### config.mk
export PLATFORM = sky130hd
export DESIGN_NAME = pkt_buffer_writer
export DESIGN_NICKNAME = d
export VERILOG_FILES = /design/src/rtl/my_struct_s.sv /design/src/rtl/pkt_buffer_writer_len.sv /design/src/rtl/pkt_buffer_writer.sv
export SDC_FILE = /design/constraint.sdc
export NUM_CORES = 1
export LEC_CHECK = 0
export BUFFER_PORTS_ARGS = -buffer_cell sky130_fd_sc_hd__buf_2
export CORE_AREA = 3 3 454 456
export CTS_CLUSTER_SIZE = 24
export DETAILED_ROUTE_END_ITERATION = 6
export DIE_AREA = 0 0 457 459
export PLACE_DENSITY = 0.36
export SETUP_SLACK_MARGIN = 0.15
export SYNTH_ARGS = -nofsm -noshare
export SYNTH_HDL_FRONTEND = slang
export SYNTH_HIERARCHICAL = 1
export SYNTH_SLANG_ARGS = --single-unit
### constraint.sdc
create_clock -name clk -period 8.4 [get_ports clk]
set_input_delay 0 -clock clk [delete_from_list [all_inputs] [get_ports clk]]
set_output_delay 0 -clock clk [all_outputs]
set_load 0.01 [all_outputs]
### src/rtl/my_struct_s.sv
// my_struct_s: shared packet-path types and constants
package my_struct_s;
    localparam int PKT_NUM = 1024;
    localparam int PKT_AWIDTH = $clog2(PKT_NUM);
    localparam int PKTBUF_AWIDTH = PKT_AWIDTH + 5;
    localparam logic [1:0] PKT_ETH = 2'd1;
    localparam logic [1:0] PKT_DROP = 2'd2;
    typedef struct packed {
        logic [511:0] data;
        logic         sop;
        logic         eop;
        logic [5:0]   empty;
    } flit_t;
    typedef struct packed {
        logic [PKT_AWIDTH-1:0] pktID;
        logic [4:0]            flits;
        logic [15:0]           len;
        logic [1:0]            pkt_flags;
    } metadata_t;
endpackage

### src/rtl/pkt_buffer_writer_len.sv
// pkt_len_calc: registered byte length from flit count and trailing empty bytes
module pkt_len_calc (
    input  logic        clk,
    input  logic        rst,
    input  logic        load_i,
    input  logic [4:0]  flits_i,
    input  logic [5:0]  empty_i,
    output logic [15:0] len_o
);
    logic [15:0] len_q, len_d;
    // full flits carry 64 bytes, the last one 64 minus its empty bytes
    always_comb len_d = load_i ? ((({11'd0, flits_i} - 16'd1) << 6) + 16'd64 - {10'd0, empty_i}) : len_q;
    // hold the length of the most recently completed packet
    always_ff @(posedge clk) len_q <= rst ? '0 : len_d;
    assign len_o = len_q;
endmodule

### src/rtl/pkt_buffer_writer.sv
// pkt_buffer_writer: writes ingress flits into the packet buffer and emits one descriptor per packet
module pkt_buffer_writer
    import my_struct_s::*;
#(
    parameter int MAX_FLITS = 24
) (
    input  logic                     clk,
    input  logic                     rst,
    input  logic                     in_pkt_valid,
    input  logic                     in_pkt_sop,
    input  logic                     in_pkt_eop,
    input  logic [511:0]             in_pkt_data,
    input  logic [5:0]               in_pkt_empty,
    output logic                     in_pkt_ready,
    input  logic [PKT_AWIDTH-1:0]    emptylist_out_data,
    input  logic                     emptylist_out_valid,
    output logic                     emptylist_out_ready,
    output logic [PKTBUF_AWIDTH-1:0] pkt_buffer_address,
    output logic                     pkt_buffer_write,
    output flit_t                    pkt_buffer_writedata,
    output logic                     meta_valid,
    output metadata_t                meta_data,
    input  logic                     meta_ready,
    output logic [31:0]              drop_cnt,
    output logic [31:0]              orphan_cnt
);
    typedef enum logic [2:0] {FETCH, WAIT_SOP, BODY, DISCARD, META} state_t;
    localparam logic [4:0] MAX_CNT = 5'(MAX_FLITS);
    state_t                   state_q, state_d;
    logic [PKT_AWIDTH-1:0]    pkt_id_q, pkt_id_d;
    logic [4:0]               flit_cnt_q, flit_cnt_d;
    logic                     trunc_q, trunc_d;
    logic                     wr_q, wr_d;
    logic [PKTBUF_AWIDTH-1:0] addr_q, addr_d;
    flit_t                    data_q, data_d;
    logic [31:0]              drop_q, drop_d, orphan_q, orphan_d;
    logic                     len_load;
    logic [4:0]               len_flits;
    logic [5:0]               len_empty;
    logic [15:0]              len;
    logic                     acc;
    flit_t                    in_flit;
    assign in_flit = {in_pkt_data, in_pkt_sop, in_pkt_eop, in_pkt_empty};
    assign acc = in_pkt_valid & in_pkt_ready;
    // readies depend on state only; held low while reset is asserted
    assign in_pkt_ready = !rst && (state_q == WAIT_SOP || state_q == BODY || state_q == DISCARD);
    assign emptylist_out_ready = !rst && state_q == FETCH;
    assign meta_valid = !rst && state_q == META;
    assign meta_data = meta_valid ? metadata_t'{pkt_id_q, flit_cnt_q, len, trunc_q ? PKT_DROP : PKT_ETH} : '0;
    assign pkt_buffer_address = addr_q;
    assign pkt_buffer_write = wr_q;
    assign pkt_buffer_writedata = data_q;
    assign drop_cnt = drop_q;
    assign orphan_cnt = orphan_q;
    pkt_len_calc u_len (
        .clk     (clk),
        .rst     (rst),
        .load_i  (len_load),
        .flits_i (len_flits),
        .empty_i (len_empty),
        .len_o   (len)
    );
    // next-state, write staging and counter updates
    always_comb begin
        state_d = state_q;
        pkt_id_d = pkt_id_q;
        flit_cnt_d = flit_cnt_q;
        trunc_d = trunc_q;
        wr_d = 1'b0;
        addr_d = addr_q;
        data_d = data_q;
        drop_d = drop_q;
        orphan_d = orphan_q;
        len_load = 1'b0;
        len_flits = flit_cnt_q;
        len_empty = in_pkt_empty;
        case (state_q)
            FETCH: if (emptylist_out_valid) begin
                pkt_id_d = emptylist_out_data;
                state_d = WAIT_SOP;
            end
            WAIT_SOP: if (acc) begin
                if (!in_pkt_sop) orphan_d = orphan_q + 32'd1;
                else begin
                    wr_d = 1'b1;
                    addr_d = {pkt_id_q, 5'd0};
                    data_d = in_flit;
                    flit_cnt_d = 5'd1;
                    trunc_d = 1'b0;
                    len_load = in_pkt_eop;
                    len_flits = 5'd1;
                    state_d = in_pkt_eop ? META : BODY;
                end
            end
            BODY: if (acc) begin
                if (!in_pkt_eop && flit_cnt_q == MAX_CNT) begin
                    trunc_d = 1'b1;
                    state_d = DISCARD;
                end else begin
                    wr_d = 1'b1;
                    addr_d = {pkt_id_q, flit_cnt_q};
                    data_d = in_flit;
                    flit_cnt_d = flit_cnt_q + 5'd1;
                    len_load = in_pkt_eop;
                    len_flits = flit_cnt_q + 5'd1;
                    state_d = in_pkt_eop ? META : BODY;
                end
            end
            DISCARD: if (acc && in_pkt_eop) begin
                drop_d = drop_q + 32'd1;
                len_load = 1'b1;
                len_empty = 6'd0;
                state_d = META;
            end
            META: if (meta_ready) state_d = FETCH;
            default: state_d = FETCH;
        endcase
    end
    // state and registered write port
    always_ff @(posedge clk) begin
        if (rst) begin
            state_q <= FETCH;
            pkt_id_q <= '0;
            flit_cnt_q <= '0;
            trunc_q <= 1'b0;
            wr_q <= 1'b0;
            addr_q <= '0;
            data_q <= '0;
            drop_q <= '0;
            orphan_q <= '0;
        end else begin
            state_q <= state_d;
            pkt_id_q <= pkt_id_d;
            flit_cnt_q <= flit_cnt_d;
            trunc_q <= trunc_d;
            wr_q <= wr_d;
            addr_q <= addr_d;
            data_q <= data_d;
            drop_q <= drop_d;
            orphan_q <= orphan_d;
        end
    end
endmodule

; ---- Yosys cells after proc, flatten, opt, wreduce, memory -nomap -nowiden
; Index checks and enable logic that the tools add are counted.
[totals]
reg_bits = 635
input_bits = 535
output_inout_bits = 636
word_cells = 95
[classes]
add_sub_neg = 6
n_eq_ne = 13
n_mux = 44
bitwise = 2
n_reduce_logical = 17
[ops]
columns = op, count
row1 = 520-bit 2-to-1 mux, 4
row2 = 520-bit case mux with 2 select lines, 1
row3 = 32-bit by 1-bit adder with 32-bit output (second input constant), 2
row4 = 15-bit 2-to-1 mux, 4
row5 = 33-bit 2-to-1 mux, 1
row6 = 15-bit case mux with 2 select lines, 1
row7 = 3-bit 2-to-1 mux, 8
row8 = 5-bit 2-to-1 mux, 4
row9 = 16-bit by 7-bit adder with 16-bit output (second input constant), 1
row10 = 16-bit by 6-bit subtractor with 16-bit output, 1
row11 = 3-bit case mux with 5 select lines, 1
row12 = 1-bit 2-to-1 mux, 13
row13 = 6-bit 2-to-1 mux, 2
row14 = 2-bit != test (second input constant), 6
row15 = 5-bit case mux with 2 select lines, 1
row16 = 5-bit AND reduction, 2
row17 = 3-bit by 2-bit == test with 1-bit output (second input constant), 2
row18 = 6-bit AND reduction, 1
row19 = 5-bit by 1-bit subtractor with 6-bit output (second input constant), 1
row20 = 5-bit by 1-bit adder with 5-bit output (second input constant), 1
row21 = 5-bit == test (second input constant), 1
row22 = 1-bit logical AND, 5
row23 = 2-bit by 1-bit != test with 1-bit output (second input constant), 2
row24 = 1-bit case mux with 2 select lines, 2
row25 = 12 further kinds, 15

; ---- Longest topological paths before layout
; Gate-level depths: netlist of the first run.
[logic_depth]
ltp_word = 10
depth_mapped = 16
mapped_depth_nobuf = 16

; ---- Modules after synthesis
; The synthesis of the first run kept the hierarchy.
[by_module_without_submodules]
columns = mod, instances, cells_each, area_each_um2, seq_area_each_um2
row1 = pkt_buffer_writer, 1, 2291, 25264.2, 12391.9
row2 = pkt_len_calc, 1, 117, 1017.2, 280.3

; ---- Worst setup path after synthesis of the first run
; OpenSTA, ideal clock, no wires.
[synth_path]
path_kind = reg-to-reg
from = register flit_cnt_q[0]
to = register u_len.len_q[11] (netlist: u_len/len_o[11])
setup_ns = 0.103
arrival_ns = 3.108
required_time_ns = 8.297
setup_slack_ns = 5.188
stages_incl_launch_ff = 17
n_path_buf = 0
synth_period_minus_slack_ns = 3.212
path_cell_list = dfxtp_1 -> inv_1 -> ha_1 -> nand4b_1 -> o211ai_1 -> xnor2_1 -> nand2_1 -> inv_1 -> ha_1 -> xor2_1 -> inv_1 -> ha_1 -> a311oi_1 -> nor2b_1 -> inv_1 -> o21ai_1 -> a2111oi_2
[synth_between]
elab_chain_cells = 8
elab_cells_between_ends = 14
cone_classes = 4 x add/sub / 1 x eq/ne / 8 x mux / 1 x reduce/logical
[synth_rtl]
columns = item, line_no
row1 = "start, declared", pkt_buffer_writer.sv:31  ; logic [4:0] flit_cnt_q, flit_cnt_d;
row2 = "start signal, assigned", pkt_buffer_writer.sv:134  ; flit_cnt_q <= flit_cnt_d;
row3 = "parallel branches: the longest is 4 deep, another holds 5-bit by 1-bit adder with 5-bit output", --
row4 = 5-bit case mux with 2 select lines (*), pkt_buffer_writer.sv:77  ; case (state_q)
row5 = named net flit_cnt_d[0], pkt_buffer_writer.sv:31
row6 = 5-bit by 1-bit subtractor with 6-bit output (*), pkt_buffer_writer_len.sv:12  ; always_comb len_d = load_i ? ((({11'd0, flits_i} - 16'd1) << 6) + 16'd64 - {10'd0, empty_i}) : len_q;
row7 = 16-bit by 7-bit adder with 16-bit output (*), pkt_buffer_writer_len.sv:12
row8 = 16-bit by 6-bit subtractor with 16-bit output (*), pkt_buffer_writer_len.sv:12
row9 = "end signal, assigned", pkt_buffer_writer_len.sv:14  ; always_ff @(posedge clk) len_q <= rst ? '0 : len_d;
row10 = "end, declared", pkt_buffer_writer_len.sv:10  ; logic [15:0] len_q, len_d;
; Mark *: on every way through the listed nets, which the timed path passes.
; A chain may end at the register's enable or synchronous reset.

; ---- Worst setup path after layout of the first run
[layout_path]
from = register state_q[1]
to = register u_len.len_q[11] (netlist: u_len/len_o[11])
[layout_between]
elab_chain_cells = 10
elab_cells_between_ends = 20
cone_classes = 3 x add/sub / 3 x eq/ne / 9 x mux / 1 x bitwise / 4 x reduce/logical
[layout_rtl]
columns = item, line_no
row1 = "start, declared", pkt_buffer_writer.sv:29  ; state_t state_q, state_d;
row2 = "start signal, assigned", pkt_buffer_writer.sv:132  ; state_q <= state_d;
row3 = 3-bit by 1-bit == test with 1-bit output or 3-bit by 2-bit == test with 1-bit output (tied branches), --
row4 = 1-bit logical OR (2 in a row), pkt_buffer_writer.sv:46  ; assign in_pkt_ready = !rst && (state_q == WAIT_SOP || state_q == BODY || state_q == DISCARD);
row5 = 1-bit logical AND, pkt_buffer_writer.sv:46
row6 = 1-bit AND, pkt_buffer_writer.sv:44  ; assign acc = in_pkt_valid & in_pkt_ready;
row7 = 5-bit 2-to-1 mux (on tied branches), "pkt_buffer_writer.sv:95, pkt_buffer_writer.sv:82"
row8 = 5-bit case mux with 2 select lines (*), pkt_buffer_writer.sv:77
row9 = named net flit_cnt_d[0], pkt_buffer_writer.sv:31
row10 = 5-bit by 1-bit subtractor with 6-bit output (*), pkt_buffer_writer_len.sv:12
row11 = 16-bit by 7-bit adder with 16-bit output (*), pkt_buffer_writer_len.sv:12
row12 = 16-bit by 6-bit subtractor with 16-bit output (*), pkt_buffer_writer_len.sv:12
; The timed path passes the listed nets; every way through them passes the cells marked *.

==> results of run 1 <==
==> layer usage <==
| layer | up-vias | share of wire [%] | GRT usage, % |
|---|---|---|---|
| li1 | 12000 | - | - |
| met1 | 12000 | 39 | 16.0 |
| met2 | 934 | 48 | 24.2 |
| met3 | 234 | 10 | 6.53 |
| met4 | 18 | 2.8 | 3.79 |
| met5 | - | 0.074 | 0 |
==> placed cells by master (no fill, tap or decap), types with 15 or more instances in the layout <==
master         netlist  final
and2_1              41     41
or3_1               15     15
or4_1               16     16
nand3_1             26     26
nand4_1             20     20
clkbuf_8             0     15
o31ai_1             19     19
mux2_2             548    548
nor2_1              60     60
clkbuf_16            0     93
diode_2              0     26
dfxtp_1            633    633
a21oi_1             50     50
nor2b_1            549    549
nor3_1              22     21
mux2i_1             15     15
buf_2               42   1169
o21ai_0             19     19
dlygate4sd3_1        0    756
nand2_1             55     55
inv_1               31     31
==> final timing paths <==
kind / slack, ps / to / from / cells after the start
worst min-delay path: 90 / pkt_buffer_writedata[155]$_SDFFE_PP0P_ / in_pkt_data[147] / 3
worst max register to register: 4430 / u_len/len_o[11]$_SDFFE_PP0P_ / state_q[1]$_SDFFE_PP0P_ / 14
worst max-delay path: 4430 / u_len/len_o[11]$_SDFFE_PP0P_ / state_q[1]$_SDFFE_PP0P_ / 14
worst min register to register: 470 / pkt_id_q[0]$_SDFFE_PP0P_ / pkt_id_q[0]$_SDFFE_PP0P_ / 2
==> stage by stage <==
stage	setup slack, ps	total power, mW
2_1_floorplan	5190	3.50
3_3_place_gp	4530	3.90
3_5_place_dp	4460	3.90
4_1_cts	4440	8.40
5_1_grt	4030	8.54
6_report	4430	8.16
==> sequential cells by signal (all words and copies together) (netlist names) <==
signal	count
pkt_buffer_writedata	520
drop_cnt	32
orphan_cnt	32
pkt_buffer_address	15
u_len/len_o	14
pkt_id_q	10
flit_cnt_q	5
state_q	3
pkt_buffer_write	1
trunc_q	1
==> cell families after synthesis <==
kind of cell / synth area share [%]
AO/OA/AOI/OAI: 2.72
XOR/XNOR: 0.890
adder cells (fa/ha/maj): 0.619
buffers and inverters: 3.78
flip-flops: 48.2
multiplexers: 24.1
AND/OR/NAND/NOR: 19.7
==> cell usage after synthesis (3+ instances only) <==
cell type / instances / area [um2]
dfxtp_1: 633 / 12700
nor2b_1: 549 / 3430
mux2_2: 548 / 6170
clkbuf_1: 82 / 308
nor2_1: 60 / 225
nand2_1: 55 / 206
a21oi_1: 50 / 250
buf_2: 42 / 210
and2_1: 41 / 257
inv_1: 31 / 116
buf_6: 26 / 293
nand3_1: 26 / 130
nor3_1: 22 / 110
nand4_1: 20 / 125
o21ai_0: 19 / 95.1
o31ai_1: 19 / 143
or4_1: 16 / 120
mux2i_1: 15 / 150
or3_1: 15 / 93.8
ha_1: 13 / 163
xnor2_1: 13 / 114
nand2b_1: 11 / 68.8
nor4_1: 11 / 68.8
xor2_1: 10 / 87.6
and4_1: 8 / 70.1
and3_1: 7 / 43.8
buf_1: 7 / 26.3
a31oi_1: 4 / 25.0
buf_4: 4 / 30.0
and4b_1: 3 / 30.0
or3_2: 3 / 22.5
==> final cells by class <==
class / count / area (um2)
Tap cell: 2672 / 3340
Timing Repair Buffer: 1938 / 13600
Clock inverter: 38 / 492
Inverter: 31 / 116
Clock buffer: 122 / 2590
Antenna cell: 26 / 65.1
Fill cell: 22000 / 157000
Multi-Input combinational cell: 1581 / 12600
Sequential cell: 633 / 12700
==> tightest hold or removal path, stage by stage <==
cell           delay (ps)
dlygate4sd3_1         530
buf_2                 110
mux2_2                120
==> power groups by stage <==
stage	registers [mW]	logic, mW	clock network (mW)
floorplan	3.25	0.252	0
global placement	3.21	0.685	0
detailed placement	3.21	0.687	0
CTS	3.15	0.997	4.26
global route	3.16	1.05	4.34
finish	3.15	0.972	4.04
==> impl_metrics.toml, run 1 <==
[die]
fp.dieH_um = 459
start_util_pct = 13.0
core_area_um2 = 202000
dieArea_um2 = 210000
rows = 165
fp.dieW_um = 457
pin_count = 1171

[pwr]
power_frac_comb_pct = 11.9
switching_power_mw = 2.11
internal_power_mw = 6.05
ir_drop_mv = 0.137
p_per_area_nw_per_um2 = 179
seqPwrFrac_pct = 38.6
p_sw_share_pct = 25.8
p_clk_share_pct = 49.5
p_leak_nw = 20.9

[clocking]
cts.path.max_buffers = 3
cts_resized = 0
post_cts_buffers = 0
cts.sinks = 633
clk_latency_ps = 700
tritoncts = "done"
cts_inserted_buffers = 92
htreeDepth = 3
cts_hold_buf = 756
clkTransAtPathRegs_ps = 60
root_buffer = "clkbuf_16"

[detailed_routing]
drt-vias-per-instance = 3.58
dr_total_vias = 25200
final_antenna_net_count = 0
drt_wl_total_um = 155000
dr.pass1.iters = 5
drc_errors = 0
detail_route.wl_per_cell_um = 22.1
drt_iter0_markers = 1121

[layout]
layout-drive-gt1-share_pct = 43.7
final_cell_area_um2 = 45500
nets = 4825
area_growth_syn_to_layout_pct = 73.1
post-route-util_pct = 22.5
finalNonFillerCells = 7041

[sta]
finalSetupViolCount = 0
holdWs_ps = 88.9
hold_viol_final = 0
min_period_ps = 3970
rsz0062_at_grt = "no"
clock_skew_ps = 25.3
worst_slew_pin_slew_ps = 1150
post-route-period-util_pct = 47.3
finalSetupTns_ps = 0
slew_headroom_pct = 23.6
final_max_slew_viol_count = 0
fmax_ghz = 0.252

[yosys]
ys_seq_area_share_pct = 48.2
synth_warnings = 6
synth_seq_cells = 633
synth-edff-count = 0
netlist_area_um2 = 26300
syn_inst = 2408
ys_types = 66
ys.flop_type = "dfxtp_1"
synth_fp_nets = 2956
synthArstFlopShare_pct = 0
avgSynthCellArea_um2 = 10.9

[setup_path]
required_ps = 8990
crit_chain = "nor2b_1, o211ai_1, xnor2_1, nand2_1, inv_1, ha_1, xor2_1, inv_1, ha_1, a311oi_1, nor2b_1, inv_1, o21ai_1, a2111oi_2"
crit_buf_inv = 3
max_stage_delay_ps = 790
cp.arrival_ps = 4560
path_class = "reg2reg"
critPathLaunchType = "flop"
path_max_fanout = 19
crit_family = "compound AO/OA/AOI/OAI gates"
crit_path_end_kind = "flop"
path_common_cell = "inv_1"
critical_path.slowest_cell = "dfxtp_1"

[place]
place_hpwl_um = 123000
portBuffers = 1170
gp_congestion = 0.836
dpl-instance-area_um2 = 34800
dp.cells = 6099

[global_routing]
grt_max_degree = 180
grt.total_usage_pct = 14.2
grt_pass1_wl_um = 210000
antenna_found_initial = 81
grt_pass1_vias = 25700
overflow = 0

[job]
maxCapViolations = 0

[min_path]
hold_class = "in2reg"

[status]
status = "finished clean"
(Power assumes the default switching activity.)
==> inputs of run 2 (changes only) <==
- CORE_AREA: 3 3 454 456 -> 3 3 451 453
- DIE_AREA: 0 0 457 459 -> 0 0 454 456
- PLACE_DENSITY: 0.36 -> 0.37
- clock period: 8.4 -> 3.6 ns (I/O delays scaled with it)
==> run 2 against run 1 <==
Wire length shrank 4.5%. Critical endpoint unchanged. Sequential cell count is the same. Highest routed layer unchanged. Sequential share of layout area shrank 0.83 points. Non-clock buffer count grew 152.
==> impl_metrics.toml, run 2 (synthesis results as in run 1) <==
[layout]
final_common_cell = "buf_2"
post-route-util_pct = 23.5
final_cell_mix = "buf_2 (1169), dlygate4sd3_1 (876), dfxtp_1 (633)"
largest_reg_flops = 520
final_cell_area_um2 = 46900
layout-drive-gt1-share_pct = 42.8
finalNonFillerCells = 7167
nets = 4973
area_growth_syn_to_layout_pct = 78.4

[place]
place_hpwl_um = 117000
portBuffers = 1170
gp_congestion = 0.892
dpl-instance-area_um2 = 35100
dp.cells = 6113

[clocking]
cts.path.max_buffers = 3
root_buffer = "clkbuf_16"
clkTransAtPathRegs_ps = 60
clk_latency_ps = 720
htreeDepth = 3
cts.sinks = 633
cts_inserted_buffers = 88
tritoncts = "done"

[detailed_routing]
drt_wl_total_um = 148000
final_antenna_net_count = 0
drt_iter0_markers = 1090
dr_total_vias = 25400
dr.pass1.iters = 6
drc_errors = 0
detail_route.wl_per_cell_um = 20.7
drt-vias-per-instance = 3.55

[sta]
post-route-period-util_pct = 88.5
worst_slew_pin_slew_ps = 1150
hold_viol_final = 0
min_period_ps = 3190
rsz0062_at_grt = "no"
slew_headroom_pct = 23.4
final_max_slew_viol_count = 0
fmax_ghz = 0.314
clock_skew_ps = 27.0
finalSetupTns_ps = 0
finalSetupViolCount = 0

[die]
rows = 164
pin_count = 1171
fp.dieW_um = 454
fp.dieH_um = 456
start_util_pct = 13.2
dieArea_um2 = 207000
core_area_um2 = 200000

[setup_path]
crit_path_end_kind = "flop"
path_max_fanout = 5
cp.arrival_ps = 3780
critPathLaunchType = "flop"
r2r_start = "flit_cnt_q[0]$_SDFF_PP0_"
crit_start = "flit_cnt_q[0]$_SDFF_PP0_"
required_ps = 4190
path_class = "reg2reg"

[global_routing]
antenna_found_initial = 32
grt.total_usage_pct = 13.9
grt_pass1_vias = 26700
overflow = 0
grt_pass1_wl_um = 204000
grt_max_degree = 179

[pwr]
power_frac_comb_pct = 12.4
ir_drop_mv = 0.339
internal_power_mw = 13.9
p_per_area_nw_per_um2 = 400
p_sw_share_pct = 25.8
p_leak_nw = 21.6
switching_power_mw = 4.84
power.total_mw = 18.8
seqPwrFrac_pct = 39.3
p_clk_share_pct = 48.4

[min_path]
min_from = "in_pkt_data[176]"
hold_class = "in2reg"

[job]
maxCapViolations = 0

[status]
status = "finished clean"
-- run 2: changes by cell type in the layout (fill, tap and decap cells not counted), sizes merged --
| cell | change |
|---|---|
| clkinvlp | +1 |
| dlygate4sd3 | +120 |
| inv | +1 |
| clkbuf | +5 |
| clkinv | -5 |
| buf | +32 |
| diode | -10 |
| bufinv | -2 |
-- run 2: critical path, cell delays in order, from the launching register on --
cell	delay, ps
dfxtp_1	320
inv_1	130
ha_1	160
nand4b_1	120
o211ai_1	290
xnor2_1	200
nand2_2	140
inv_1	170
ha_4	210
xor2_4	190
inv_1	80
ha_1	200
a311oi_2	300
nor2b_1	80
inv_1	110
o21ai_1	80
a2111oi_2	290
-- run 2: area by class of cell --
| class | instances | area, um2 |
|---|---|---|
| Clock buffer | 127 | 2510 |
| Antenna cell | 16 | 40.0 |
| Timing Repair Buffer | 2090 | 15100 |
| Fill cell | 21800 | 153000 |
| Sequential cell | 633 | 12700 |
| Inverter | 31 | 116 |
| Tap cell | 2656 | 3320 |
| Clock inverter | 33 | 437 |
| Multi-Input combinational cell | 1581 | 12700 |
-- run 2: timing repair --
item / 4_1_cts / 5_1_grt
endpoints found under the hold margin: 587 / 0
setup endpoints to repair: 0 / 4
setup buffers: 0 / 2
hold buffers: 876 / 0
resized for setup: 0 / 9
-- run 2: power groups by stage --
stage	clock [mW]	combinational (mW)	sequential, mW
global placement	0	1.56	7.51
finish	9.07	2.32	7.36
CTS	9.52	2.37	7.36
floorplan	0	0.587	7.58
global route	9.74	2.51	7.38
detailed placement	0	1.56	7.51
-- run 2: layer usage --
metal,vias up,GRT usage (%),part of all wire [%]
met5,-,0,0.026
met4,6,7.23,4.9
met3,223,6.14,10
met2,754,24.3,50
met1,12200,13.9,35
li1,12200,-,-
-- run 2: path summary, 6_finish.rpt --
path / to / slack (ps) / cells after the start
setup / recovery: u_len/len_o[11]$_SDFFE_PP0P_ / 410 / 16
hold / removal: pkt_buffer_writedata[184]$_SDFFE_PP0P_ / 90 / 3
setup reg to reg: u_len/len_o[11]$_SDFFE_PP0P_ / 410 / 16
hold reg to reg: pkt_id_q[1]$_SDFFE_PP0P_ / 470 / 2
-- run 2: stage by stage --
step                      setup slack, ps  hold slack (ps)
final                                 415             85.2
after global routing                  136             36.1
after CTS                             151           0.0702
after detailed placement              149              229
after global placement                170              226
after floorplan                       388             68.9
